$ cat src/rtl/shift_seq_pkg.sv
// Shared types and command encodings for the shift-operation sequencer.
package shift_seq_pkg;

  typedef enum logic [1:0] {
    StIdle  = 2'd0,
    StIssue = 2'd1,
    StWait  = 2'd2,
    StDone  = 2'd3
  } state_e;

  localparam logic [1:0] FUN_A_SHR = 2'b00;
  localparam logic [1:0] FUN_A_SHL = 2'b01;
  localparam logic [1:0] FUN_B_SHR = 2'b10;
  localparam logic [1:0] FUN_B_SHL = 2'b11;

  // Operand travels on B for FUN 1x, on A for FUN 0x.
  function automatic logic fun_uses_b(input logic [1:0] fun);
    return fun[1];
  endfunction

endpackage

$ cat src/rtl/shift_seq_step_cnt.sv
// Step counter: loads the shift amount, decrements per completed step.
module shift_seq_step_cnt #(
  parameter int unsigned CNT_W = 5
) (
  input  logic             i_clk,
  input  logic             i_rst,
  input  logic             i_load,
  input  logic [CNT_W-1:0] i_load_val,
  input  logic             i_dec,
  output logic             o_zero,
  output logic             o_last
);

  logic [CNT_W-1:0] r_count;

  always_ff @(posedge i_clk) begin
    if (i_rst) begin
      r_count <= '0;
    end else if (i_load) begin
      r_count <= i_load_val;
    end else if (i_dec && (r_count != '0)) begin
      r_count <= r_count - 1'b1;
    end
  end

  assign o_zero = (r_count == '0);
  assign o_last = (r_count == CNT_W'(1));

endmodule

$ cat src/rtl/shift_op_sequencer.sv
// Drives a single-bit ALU shift unit step by step to perform an N-bit shift command,
// feeding each SHIFT_OUT back as the next operand and returning the final value.
module shift_op_sequencer
  import shift_seq_pkg::*;
#(
  parameter int unsigned WIDTH   = 16,
  parameter int unsigned CNT_W   = 5,
  parameter int unsigned TIMEOUT = 4
) (
  input  logic             i_clk,
  input  logic             i_rst,
  input  logic             i_cmd_valid,
  output logic             o_cmd_ready,
  input  logic [1:0]       i_cmd_fun,
  input  logic [WIDTH-1:0] i_cmd_data,
  input  logic [CNT_W-1:0] i_cmd_count,
  output logic             o_shift_enable,
  output logic [1:0]       o_alu_fun,
  output logic [WIDTH-1:0] o_a,
  output logic [WIDTH-1:0] o_b,
  input  logic [WIDTH-1:0] i_shift_out,
  input  logic             i_shift_flag,
  output logic             o_res_valid,
  input  logic             i_res_ready,
  output logic [WIDTH-1:0] o_res_data,
  output logic             o_res_err
);

  localparam int unsigned TMO_W = $clog2(TIMEOUT + 1);

  state_e           r_state;
  logic [1:0]       r_fun;
  logic [WIDTH-1:0] r_work;
  logic [WIDTH-1:0] r_a;
  logic [WIDTH-1:0] r_b;
  logic             r_shift_en;
  logic             r_res_valid;
  logic             r_res_err;
  logic [TMO_W-1:0] r_tmo;

  logic w_accept;
  logic w_step_done;
  logic w_cnt_zero;
  logic w_cnt_last;
  logic w_cnt_big;

  assign o_cmd_ready = (r_state == StIdle);
  assign w_accept    = o_cmd_ready && i_cmd_valid;
  assign w_step_done = (r_state == StWait) && i_shift_flag;
  // Shifting by WIDTH or more clears the operand, so no steps are issued.
  assign w_cnt_big   = (32'(i_cmd_count) >= WIDTH);

  shift_seq_step_cnt #(
    .CNT_W (CNT_W)
  ) u_step_cnt (
    .i_clk      (i_clk),
    .i_rst      (i_rst),
    .i_load     (w_accept),
    .i_load_val (i_cmd_count),
    .i_dec      (w_step_done),
    .o_zero     (w_cnt_zero),
    .o_last     (w_cnt_last)
  );

  always_ff @(posedge i_clk) begin
    if (i_rst) begin
      r_state     <= StIdle;
      r_fun       <= '0;
      r_work      <= '0;
      r_a         <= '0;
      r_b         <= '0;
      r_shift_en  <= 1'b0;
      r_res_valid <= 1'b0;
      r_res_err   <= 1'b0;
      r_tmo       <= '0;
    end else begin
      unique case (r_state)
        StIdle: begin
          if (i_cmd_valid) begin
            r_fun <= i_cmd_fun;
            r_tmo <= '0;
            if (i_cmd_count == '0) begin
              r_work  <= i_cmd_data;
              r_state <= StDone;
            end else if (w_cnt_big) begin
              r_work  <= '0;
              r_state <= StDone;
            end else begin
              r_work     <= i_cmd_data;
              r_shift_en <= 1'b1;
              r_a        <= fun_uses_b(i_cmd_fun) ? '0 : i_cmd_data;
              r_b        <= fun_uses_b(i_cmd_fun) ? i_cmd_data : '0;
              r_state    <= StIssue;
            end
          end
        end
        StIssue: begin
          r_shift_en <= 1'b0;
          r_tmo      <= '0;
          r_state    <= StWait;
        end
        StWait: begin
          if (i_shift_flag && !w_cnt_zero) begin
            r_work <= i_shift_out;
            r_tmo  <= '0;
            if (w_cnt_last) begin
              r_res_valid <= 1'b1;
              r_state     <= StDone;
            end else begin
              r_shift_en <= 1'b1;
              r_a        <= fun_uses_b(r_fun) ? '0 : i_shift_out;
              r_b        <= fun_uses_b(r_fun) ? i_shift_out : '0;
              r_state    <= StIssue;
            end
          end else if (r_tmo == TMO_W'(TIMEOUT - 1)) begin
            r_res_err   <= 1'b1;
            r_res_valid <= 1'b1;
            r_state     <= StDone;
          end else begin
            r_tmo <= r_tmo + 1'b1;
          end
        end
        StDone: begin
          // Immediate (no-issue) commands arrive here with valid still low.
          if (!r_res_valid) begin
            r_res_valid <= 1'b1;
          end else if (i_res_ready) begin
            r_res_valid <= 1'b0;
            r_res_err   <= 1'b0;
            r_state     <= StIdle;
          end
        end
        default: r_state <= StIdle;
      endcase
    end
  end

  assign o_shift_enable = r_shift_en;
  assign o_alu_fun      = r_fun;
  assign o_a            = r_a;
  assign o_b            = r_b;
  assign o_res_valid    = r_res_valid;
  assign o_res_data     = r_work;
  assign o_res_err      = r_res_err;

endmodule

$ cat config.mk
export PLATFORM = sky130hd
export DESIGN_NAME = shift_op_sequencer
export DESIGN_NICKNAME = d
export VERILOG_FILES = /design/src/rtl/shift_seq_pkg.sv /design/src/rtl/shift_seq_step_cnt.sv /design/src/rtl/shift_op_sequencer.sv
export SDC_FILE = /design/constraint.sdc
export NUM_CORES = 1
export LEC_CHECK = 0
export BUFFER_PORTS_ARGS = -buffer_cell sky130_fd_sc_hd__buf_4
export CAP_MARGIN = 20
export CORE_ASPECT_RATIO = 1.4
export CORE_MARGIN = 4
export CORE_UTILIZATION = 55
export CTS_BUF_LIST = sky130_fd_sc_hd__clkbuf_8 sky130_fd_sc_hd__clkbuf_16
export CTS_CLUSTER_DIAMETER = 30
export DETAILED_ROUTE_END_ITERATION = 8
export PLACE_DENSITY = 0.84
export SLEW_MARGIN = 20
export SYNTH_ARGS = -nofsm -noshare
export SYNTH_HDL_FRONTEND = slang
export SYNTH_HIERARCHICAL = 1
export SYNTH_SLANG_ARGS = --single-unit
$ cat constraint.sdc
create_clock -name i_clk -period 4.7 [get_ports i_clk]
set_input_delay 0.94 -clock i_clk [delete_from_list [all_inputs] [get_ports i_clk]]
set_output_delay 0.94 -clock i_clk [all_outputs]
set_load 0.01 [all_outputs]
# Word level (Yosys, flattened, before mapping)
# Index checks and enable logic that the tools add are counted.
[word_totals] in_bits=44 elab_cells=103 ff_bits=63 out_inout_bits=54
[op_classes] add_sub_neg=2 eq_ne=17 n_reduce_logical=21 muxes=52 magnitude_cmp=1
[op_table] cell="$mux 16" n=18
[op_table] cell="$pmux 16 s2" n=3
[op_table] cell="$mux 2" n=8
[op_table] cell="$ne 2x2->1 const B" n=7
[op_table] cell="$mux 1" n=13
[op_table] cell="$reduce_and 6->1" n=2
[op_table] cell="$logic_not 5->1" n=2
[op_table] cell="$mux 5" n=2
[op_table] cell="$mux 3" n=3
[op_table] cell="$pmux 3 s3" n=1
[op_table] cell="$reduce_and 3->1" n=3
[op_table] cell="$pmux 2 s4" n=1
[op_table] cell="$reduce_bool 2->1" n=3
[op_table] cell="$eq 5x1->1 const B" n=1
[op_table] cell="$ge 5x5->1 const B" n=1
[op_table] cell="$reduce_and 5->1" n=1
[op_table] cell="$reduce_bool 5->1" n=1
[op_table] cell="$sub 5x1->5 const B" n=1
[op_table] cell="$eq 2x2->1 const B" n=2
[op_table] cell="$logic_and 1x1->1" n=4
[op_table] cell="$ne 2x1->1 const B" n=2
[op_table] cell="$pmux 1 s2" n=2
[op_table] cell="$reduce_and 4->1" n=1
[op_table] cell="$add 3x1->3 const B" n=1
[op_table] cell="10 further kinds" n=10

# Longest topological paths before layout
# Gate-level depths: netlist (run 1).
[logic_depth] ltp_word=5 ltp_mapped=11 ltp_nobuf=8

# Modules after synthesis
# Netlist (run 1), hierarchy kept.
[modules_own_cells] module="shift_op_sequencer" n_inst=1 seq_area_each_um2=1161.1 cells_each=350 area_each_um2=3156.8
[modules_own_cells] module="shift_seq_step_cnt" n_inst=1 seq_area_each_um2=100.1 cells_each=38 area_each_um2=311.5

# Least setup slack after synthesis (run 1)
# No wires, ideal clock.
[synth_timing] path_type="register to register" startpoint="reg u_step_cnt.r_count[1]" endpoint="reg r_a[0], in the netlist o_a[0]" path_buffers=3 required_ns=4.611 arrival_ns=2.166 synth_period_minus_slack_ns=2.255 setup_time_ns=0.089 slack_ns=2.445 stages_incl_launch_ff=12 path_cell_list="dfxtp_1 inv_1 ha_1 or4b_1 buf_2 inv_1 nand2b_1 nor3_2 or2_1 buf_2 buf_6 a311oi_2"
[synth_via] elab_chain_len=5 elab_cells_between_ends=7 classes_between="3 x eq/ne; 4 x reduce/logical"
[synth_lines] item="from (decl)" line_no="shift_seq_step_cnt.sv:14" text="logic [CNT_W-1:0] r_count;"
[synth_lines] item="from (signal assigned)" line_no="shift_seq_step_cnt.sv:20" text="r_count <= i_load_val;"
[synth_lines] item="from (signal assigned)" line_no="shift_seq_step_cnt.sv:22" text="r_count <= r_count - 1'b1;"
[synth_lines] item="$logic_not 5->1" line_no="shift_seq_step_cnt.sv:26" text="assign o_zero = (r_count == '0);"
[synth_lines] item="net w_cnt_zero" line_no="shift_op_sequencer.sv:43" text="logic w_cnt_zero;"
[synth_lines] item="$logic_not 1->1" line_no="shift_op_sequencer.sv:103" text="if (i_shift_flag && !w_cnt_zero) begin"
[synth_lines] item="$logic_and 1x1->1" line_no="shift_op_sequencer.sv:103"
[synth_lines] item="$ne 2x1->1 (no line)"
[synth_lines] item="$reduce_and 6->1 (no line)"
[synth_lines] item="to (signal assigned)" line_no="shift_op_sequencer.sv:91" text="r_a <= fun_uses_b(i_cmd_fun) ? '0 : i_cmd_data;"
[synth_lines] item="to (signal assigned)" line_no="shift_op_sequencer.sv:111" text="r_a <= fun_uses_b(r_fun) ? '0 : i_shift_out;"
[synth_lines] item="to (decl)" line_no="shift_op_sequencer.sv:34" text="logic [WIDTH-1:0] r_a;"
# The timed path passes the listed nets, and every way through them passes these cells.
# A chain may end at the register's enable or synchronous reset.

# Worst setup path after layout (run 1)
[layout_timing] startpoint="reg u_step_cnt.r_count[0]" endpoint="reg r_b[12], in the netlist o_b[12]"
[layout_via] elab_chain_len=5 elab_cells_between_ends=7 classes_between="3 x eq/ne; 4 x reduce/logical"
[layout_lines] item="$logic_not 5->1" line_no="shift_seq_step_cnt.sv:26"
[layout_lines] item="net w_cnt_zero" line_no="shift_op_sequencer.sv:43"
[layout_lines] item="$logic_not 1->1" line_no="shift_op_sequencer.sv:103"
[layout_lines] item="$logic_and 1x1->1" line_no="shift_op_sequencer.sv:103"
[layout_lines] item="$ne 2x1->1 (no line)"
[layout_lines] item="$reduce_and 6->1 (no line)"
[layout_lines] item="to (signal assigned)" line_no="shift_op_sequencer.sv:92" text="r_b <= fun_uses_b(i_cmd_fun) ? i_cmd_data : '0;"
[layout_lines] item="to (signal assigned)" line_no="shift_op_sequencer.sv:112" text="r_b <= fun_uses_b(r_fun) ? i_shift_out : '0;"
[layout_lines] item="to (decl)" line_no="shift_op_sequencer.sv:35" text="logic [WIDTH-1:0] r_b;"
# The timed path passes the listed nets, and every way through them passes these cells.

==> results of run 1 <==
synth_stat cells (3+ instances only):
library cell  count  share of area
buf_2            10          0.014
o21ai_0           6         0.0087
nor2_1           23          0.025
dfxtp_1          63           0.36
nand2_1           9         0.0097
o41ai_1           3         0.0076
a311oi_1          4          0.010
a211oi_1         17          0.037
a311oi_2         30           0.13
nor3_1           36          0.052
nand3_1          36          0.052
nand3b_1         32          0.069
buf_6             4          0.013
ha_1              4          0.014
inv_1            10          0.011
clkbuf_1         27          0.029
nor3b_1          16          0.035
a21oi_1          24          0.035
nand2b_1          3         0.0054
worst paths after layout:
path	to	slack (ns)	cells past startpoint
worst min register to register	o_alu_fun[0]	0.49	2
worst max register to register	o_b[12]	1.38	9
worst min-delay path	o_alu_fun[0]	0.49	2
worst max-delay path	o_b[12]	1.38	9
cell type report:
type	instances	share of cell area
well taps	72	0.0207
clock inverters	4	0.0101
inverters	10	0.00863
repair buffers	102	0.178
multi-input cells	272	0.455
flip-flops and latches	63	0.290
clock buffers	12	0.0380
per-stage QoR:
step                      utilization  area (µm²)  hold slack, ns  total power [mW]  setup WS, ns
final                           0.705        4350           0.486              1.68          1.38
after global routing            0.705        4350           0.514              1.76          1.09
after CTS                       0.704        4340           0.485              1.68          1.43
after detailed placement        0.670        4130           0.474              1.19          1.44
after global placement          0.668        4120           0.457              1.17          1.24
after floorplan                     -        3470           0.446              1.00          2.45
metal layers:
metal | wire, µm | GRT usage | share of wire
met1 | 3730 | 0.314 | 0.39
met2 | 4970 | 0.432 | 0.51
met3 | 692 | 0.0541 | 0.072
met4 | 261 | 0.112 | 0.027
met5 | 0 | 0 | 0
critical path, cell delays in order, from the launching register on:
cell,delay [ns]
dfxtp_1,0.36
inv_1,0.09
ha_1,0.22
or4b_1,0.30
inv_1,0.09
nand2b_1,0.29
nor3_4,0.60
buf_8,0.25
or2_2,0.74
a311oi_2,0.21
report_power, final:
part	leakage, nW	switching (mW)	internal [mW]
Sequential	0.518	0.0524	0.605
Clock	0.114	0.206	0.285
Combinational	0.961	0.298	0.232
Total	1.59	0.556	1.12
logic make-up (layout without fill, tap and decap cells):
logic type | after synthesis | after routing | share of synthesized area
adder cells (fa/ha/maj) | 4 | 4 | 0.0144
AND/OR/NAND/NOR | 170 | 170 | 0.287
buffers and inverters | 53 | 128 | 0.0718
flip-flops | 63 | 63 | 0.364
AO/OA/AOI/OAI | 98 | 98 | 0.263
placed cells by master, fill, tap and decap left out, types with 4 or more instances in the layout:
| master | instances |
|---|---|
| clkbuf_8 | 12 |
| nor2_1 | 23 |
| nand3_1 | 36 |
| a311oi_1 | 4 |
| nor3_1 | 36 |
| nor3b_1 | 16 |
| dfxtp_1 | 63 |
| nand3b_1 | 32 |
| a211oi_1 | 17 |
| nand2_1 | 9 |
| inv_1 | 11 |
| o21ai_0 | 6 |
| ha_1 | 4 |
| buf_4 | 101 |
| a311oi_2 | 30 |
| a21oi_1 | 24 |
flip-flops by register name, indices dropped and copies added (netlist names):
register,count
o_a,16
o_alu_fun,2
o_b,16
o_res_data,16
o_res_err,1
o_res_valid,1
o_shift_enable,1
r_state,2
r_tmo,3
u_step_cnt/r_count,5
==> metrics.yaml, run 1 <==
placed_design:
  gp_congestion: 0.871
  dp_cells: 519
  hpwl_um: 6530
  io_buffers: 97
run:
  drv_cap: 0
synthesis:
  synth-seq-area-share: 0.364
  synth.net_count: 436
  synth_area_um2: 3470
  yosys_warnings: 6
  avgSynthCellArea_um2: 8.94
  ys.flop_type: "dfxtp_1"
  async_flop_share: 0
  syn_inst: 388
  synth_edf_count: 0
  ys_types: 42
  ys_ff_latch: 63
clock_network:
  cts_tree: "yes"
  cts_buffers: 9
  insertion_delay_ns: 0.34
  cts_root_buf: "clkbuf_8"
  cts_sinks: 63
  cts_hold_buf: 0
  clk_pin_slew_ns: 0.07
  clockBufferDepth: 2
  h-tree-depth: 3
  postCtsSetupBuffers: 0
  cts_resized: 0
layout:
  antenna_cells: 0
  drive_gt1_frac: 0.335
  regArea_um2: 1260
  nFillCells: 479
  multiInputGateArea_um2: 1980
  layout.cells.non_filler: 535
  final_nets: 506
  syn2layout_area_growth_pct: 25.4
setup_path:
  cp-startpoint: "u_step_cnt/r_count[0]"
  critPathRequiredTime_ns: 4.87
  path_max_fanout: 32
  arrival_ns: 3.50
  startpoint_type: "flop"
  path_class: "reg2reg"
  rr_startpoint: "u_step_cnt/r_count[0]"
  end_kind: "flop"
timing:
  relSlewSlack: 0.374
  slew_viol_final: 0
  setup_viol: 0
  final-hold-violation-count: 0
  period_needed_ns: 3.32
  worstMarginPinSlew_ns: 0.925
  rsz0062_at_grt: "false"
  skew_ns: 0.00829
  clock.fmax_mhz: 301
  final.setup.tns_ns: 0
  post-route-period-util: 0.707
floorplan:
  die_w_um: 75.1
  initial_utilization: 0.562
  die_h_um: 102
  core_um2: 6170
  dieArea_um2: 7660
  fp-row-count: 34
  ios: 98
drt:
  antenna_left: 0
  via_count: 3416
  wl_per_cell_um: 18.1
  initialDrtViolationCount: 410
  drtPass1Iterations: 5
  wirelength_um: 9660
  vias_per_cell: 6.39
  drc: 0
global_route:
  antenna_found_initial: 0
  first_global_vias: 3159
  grt_usage: 0.258
  grt_max_degree: 69
  grt_overflow: 0
  grt_pass1_wl_um: 15400
run_status:
  status: "finished, final reports clean"
power_and_ir_drop:
  leakage_nw: 1.59
  ir_drop_v: 0.000320
  powerDensity_nw_per_um2: 386
hold_path:
  hp-start: "o_alu_fun[0]"
  hold_class: "reg2reg"
Power figures use the tool's default switching activity.
==> run 2: changes to the inputs <==
--- a/config.mk
+++ b/config.mk
@@ -9,11 +9,11 @@
 export CAP_MARGIN = 20
 export CORE_ASPECT_RATIO = 1.4
 export CORE_MARGIN = 4
-export CORE_UTILIZATION = 55
+export CORE_UTILIZATION = 47
 export CTS_BUF_LIST = sky130_fd_sc_hd__clkbuf_8 sky130_fd_sc_hd__clkbuf_16
 export CTS_CLUSTER_DIAMETER = 30
 export DETAILED_ROUTE_END_ITERATION = 8
-export PLACE_DENSITY = 0.84
+export PLACE_DENSITY = 0.76
 export SLEW_MARGIN = 20
 export SYNTH_ARGS = -nofsm -noshare
 export SYNTH_HDL_FRONTEND = slang
==> constraint.sdc (replaced) <==
create_clock -name i_clk -period 2.8 [get_ports i_clk]
set_input_delay 0.56 -clock i_clk [delete_from_list [all_inputs] [get_ports i_clk]]
set_output_delay 0.56 -clock i_clk [all_outputs]
set_load 0.01 [all_outputs]
==> run 2 against run 1 <==
Flip-flop and latch count did not move. Critical path type unchanged. Clock-buffer cell count fell by 2. Register-to-register slack got worse by 1.2 ns. Largest power group unchanged. Core utilization fell by 9.0 points. Sequential power rose by 69%.
==> metrics.yaml, run 2 (synthesized netlist as in run 1, its figures left out) <==
hold_path:
  hold_depth: 3  # was 2
  hp-start: "i_cmd_fun[0]"  # was o_alu_fun[0]
  whs_endpoint: "o_alu_fun[0]"  # unchanged
  hold_class: "in2reg"  # was reg2reg
floorplan:
  initial_utilization: 0.490  # was 0.562
  die_h_um: 110  # was 102 µm
  fp-row-count: 36  # was 34
  die_w_um: 80.6  # was 75.1 µm
  dieArea_um2: 8840  # was 7660 µm²
  core_um2: 7070  # was 6170 µm²
  ios: 98  # unchanged
clock_network:
  insertion_delay_ns: 0.34  # about the same
  cts_buffers: 9  # unchanged
  cts_tree: "yes"  # unchanged
  postCtsSetupBuffers: 0  # unchanged
  clockBufferDepth: 2  # unchanged
  cts_resized: 0  # unchanged
  cts_root_buf: "clkbuf_8"  # unchanged
  cts_hold_buf: 0  # unchanged
  h-tree-depth: 3  # unchanged
  cts_sinks: 63  # unchanged
  clk_pin_slew_ns: 0.06  # was 0.07 ns
layout:
  final_area_um2: 4350  # about the same
  final_nets: 510  # was 506
  antenna_cells: 0  # unchanged
  layout_common_cells: "buf_4 (105), dfxtp_1 (63), nor3_1 (36), nand3_1 (36), nand3b_1 (32)"  # was buf_4 (101), dfxtp_1 (63), nor3_1 (36), nand3_1 (36), nand3b_1 (32)
  drive_gt1_frac: 0.336  # was 0.335
  mostFrequentLayoutCell: "buf_4"  # unchanged
  layout.cells.non_filler: 559  # was 535
  syn2layout_area_growth_pct: 25.4  # about the same
setup_path:
  path_max_fanout: 32  # unchanged
  r2r_end: "o_a[11]"  # was o_b[12]
  rr_startpoint: "u_step_cnt/r_count[1]"  # was u_step_cnt/r_count[0]
  arrival_ns: 2.86  # was 3.50 ns
  path_class: "reg2reg"  # unchanged
  r2r_setup_slack_ns: 0.18  # was 1.38 ns
  worstRegToRegCells: 8  # was 9
  critPathRequiredTime_ns: 3.04  # was 4.87 ns
  startpoint_type: "flop"  # unchanged
  end_kind: "flop"  # unchanged
drt:
  drtPass1Iterations: 4  # was 5
  initialDrtViolationCount: 253  # was 410
  via_count: 3356  # was 3,416
  drc: 0  # unchanged
  wl_per_cell_um: 17.1  # was 18.1 µm
  antenna_left: 0  # unchanged
  wirelength_um: 9560  # was 9660 µm
  vias_per_cell: 6.00  # was 6.39
timing:
  final-hold-violation-count: 0  # unchanged
  post-route-period-util: 0.937  # was 0.707
  worstMarginPinSlew_ns: 0.940  # was 0.925 ns
  slew_viol_final: 0  # unchanged
  clock.fmax_mhz: 381  # was 301 MHz
  relSlewSlack: 0.373  # was 0.374
  period_needed_ns: 2.62  # was 3.32 ns
  setup_viol: 0  # unchanged
  skew_ns: 0.00650  # was 0.00829 ns
  rsz0062_at_grt: "false"  # unchanged
  final.setup.tns_ns: 0  # unchanged
power_and_ir_drop:
  leakage_nw: 1.58  # was 1.59 nW
  ir_drop_v: 0.000297  # was 0.000320 V
  powerDensity_nw_per_um2: 608  # was 386 nW/µm²
  power_mw: 2.64  # was 1.68 mW
placed_design:
  gp_congestion: 0.844  # was 0.871
  dpl_cell_area_um2: 4200  # was 4130 µm²
  hpwl_um: 6550  # was 6530 µm
  io_buffers: 97  # unchanged
  dp_cells: 546  # was 519
global_route:
  grt_pass1_wl_um: 15100  # was 15,400 µm
  first_global_vias: 3079  # was 3,159
  grt_max_degree: 67  # was 69
  antenna_found_initial: 0  # unchanged
  grt_usage: 0.220  # was 0.258
  grt_overflow: 0  # unchanged
run_status:
  status: "finished, final reports clean"  # unchanged
run:
  drv_cap: 0  # unchanged
==> run 2: cell types whose count changed in the layout (fill, tap and decap cells not counted), sizes merged <==
cell	before	now
buf	102	106
clkbuf	12	10
bufinv	1	0
==> run 2: worst max path at each step <==
stage                                startpoint  cells after the start  slack (ns)       to
after global routing      u_step_cnt/r_count[1]                      8        0.02  o_a[11]
after floorplan           u_step_cnt/r_count[1]                     11        0.55   o_a[0]
final                     u_step_cnt/r_count[1]                      8        0.18  o_a[11]
after detailed placement  u_step_cnt/r_count[1]                      8        0.20  o_a[11]
after CTS                 u_step_cnt/r_count[1]                      8        0.18  o_a[11]
after global placement    u_step_cnt/r_count[1]                      8        0.31  o_a[11]
==> run 2: final cells by class <==
class,count,area (µm²)
Clock buffer,10,138
Clock inverter,3,13.8
Multi-Input combinational cell,272,1970
Inverter,10,37.5
Timing Repair Buffer,106,808
Fill cell,624,2720
Tap cell,95,119
Sequential cell,63,1260
==> run 2: where the power goes <==
part	internal, mW	switching (mW)	total [mW]
clock network	0.324	0.324	0.648
registers	1.02	0.0913	1.11
logic	0.399	0.489	0.888
==> run 2: worst max-delay path, stage by stage, from the launching register on <==
cell	delay (ns)
dfxtp_1	0.31
inv_1	0.11
ha_1	0.17
or4b_1	0.58
inv_1	0.11
nand2b_1	0.18
nor3_4	0.05
or2_2	0.65
a311oi_1	0.36
==> run 2: through the flow <==
step                       util  hold WS (ns)  setup WS [ns]
after floorplan               -         0.446          0.545
after global placement    0.594         0.457          0.311
after detailed placement  0.594         0.469          0.203
after CTS                 0.615         0.460          0.184
after global routing      0.615         0.480         0.0198
final                     0.615         0.476          0.176
==> run 2: layer usage <==
| metal | vias to the layer above | track usage | wire (µm) |
|---|---|---|---|
| met5 | - | 0 | 0 |
| met4 | 0 | 0.0966 | 215 |
| met3 | 17 | 0.0418 | 594 |
| li1 | 1630 | - | - |
| met2 | 121 | 0.370 | 4870 |
| met1 | 1588 | 0.272 | 3890 |
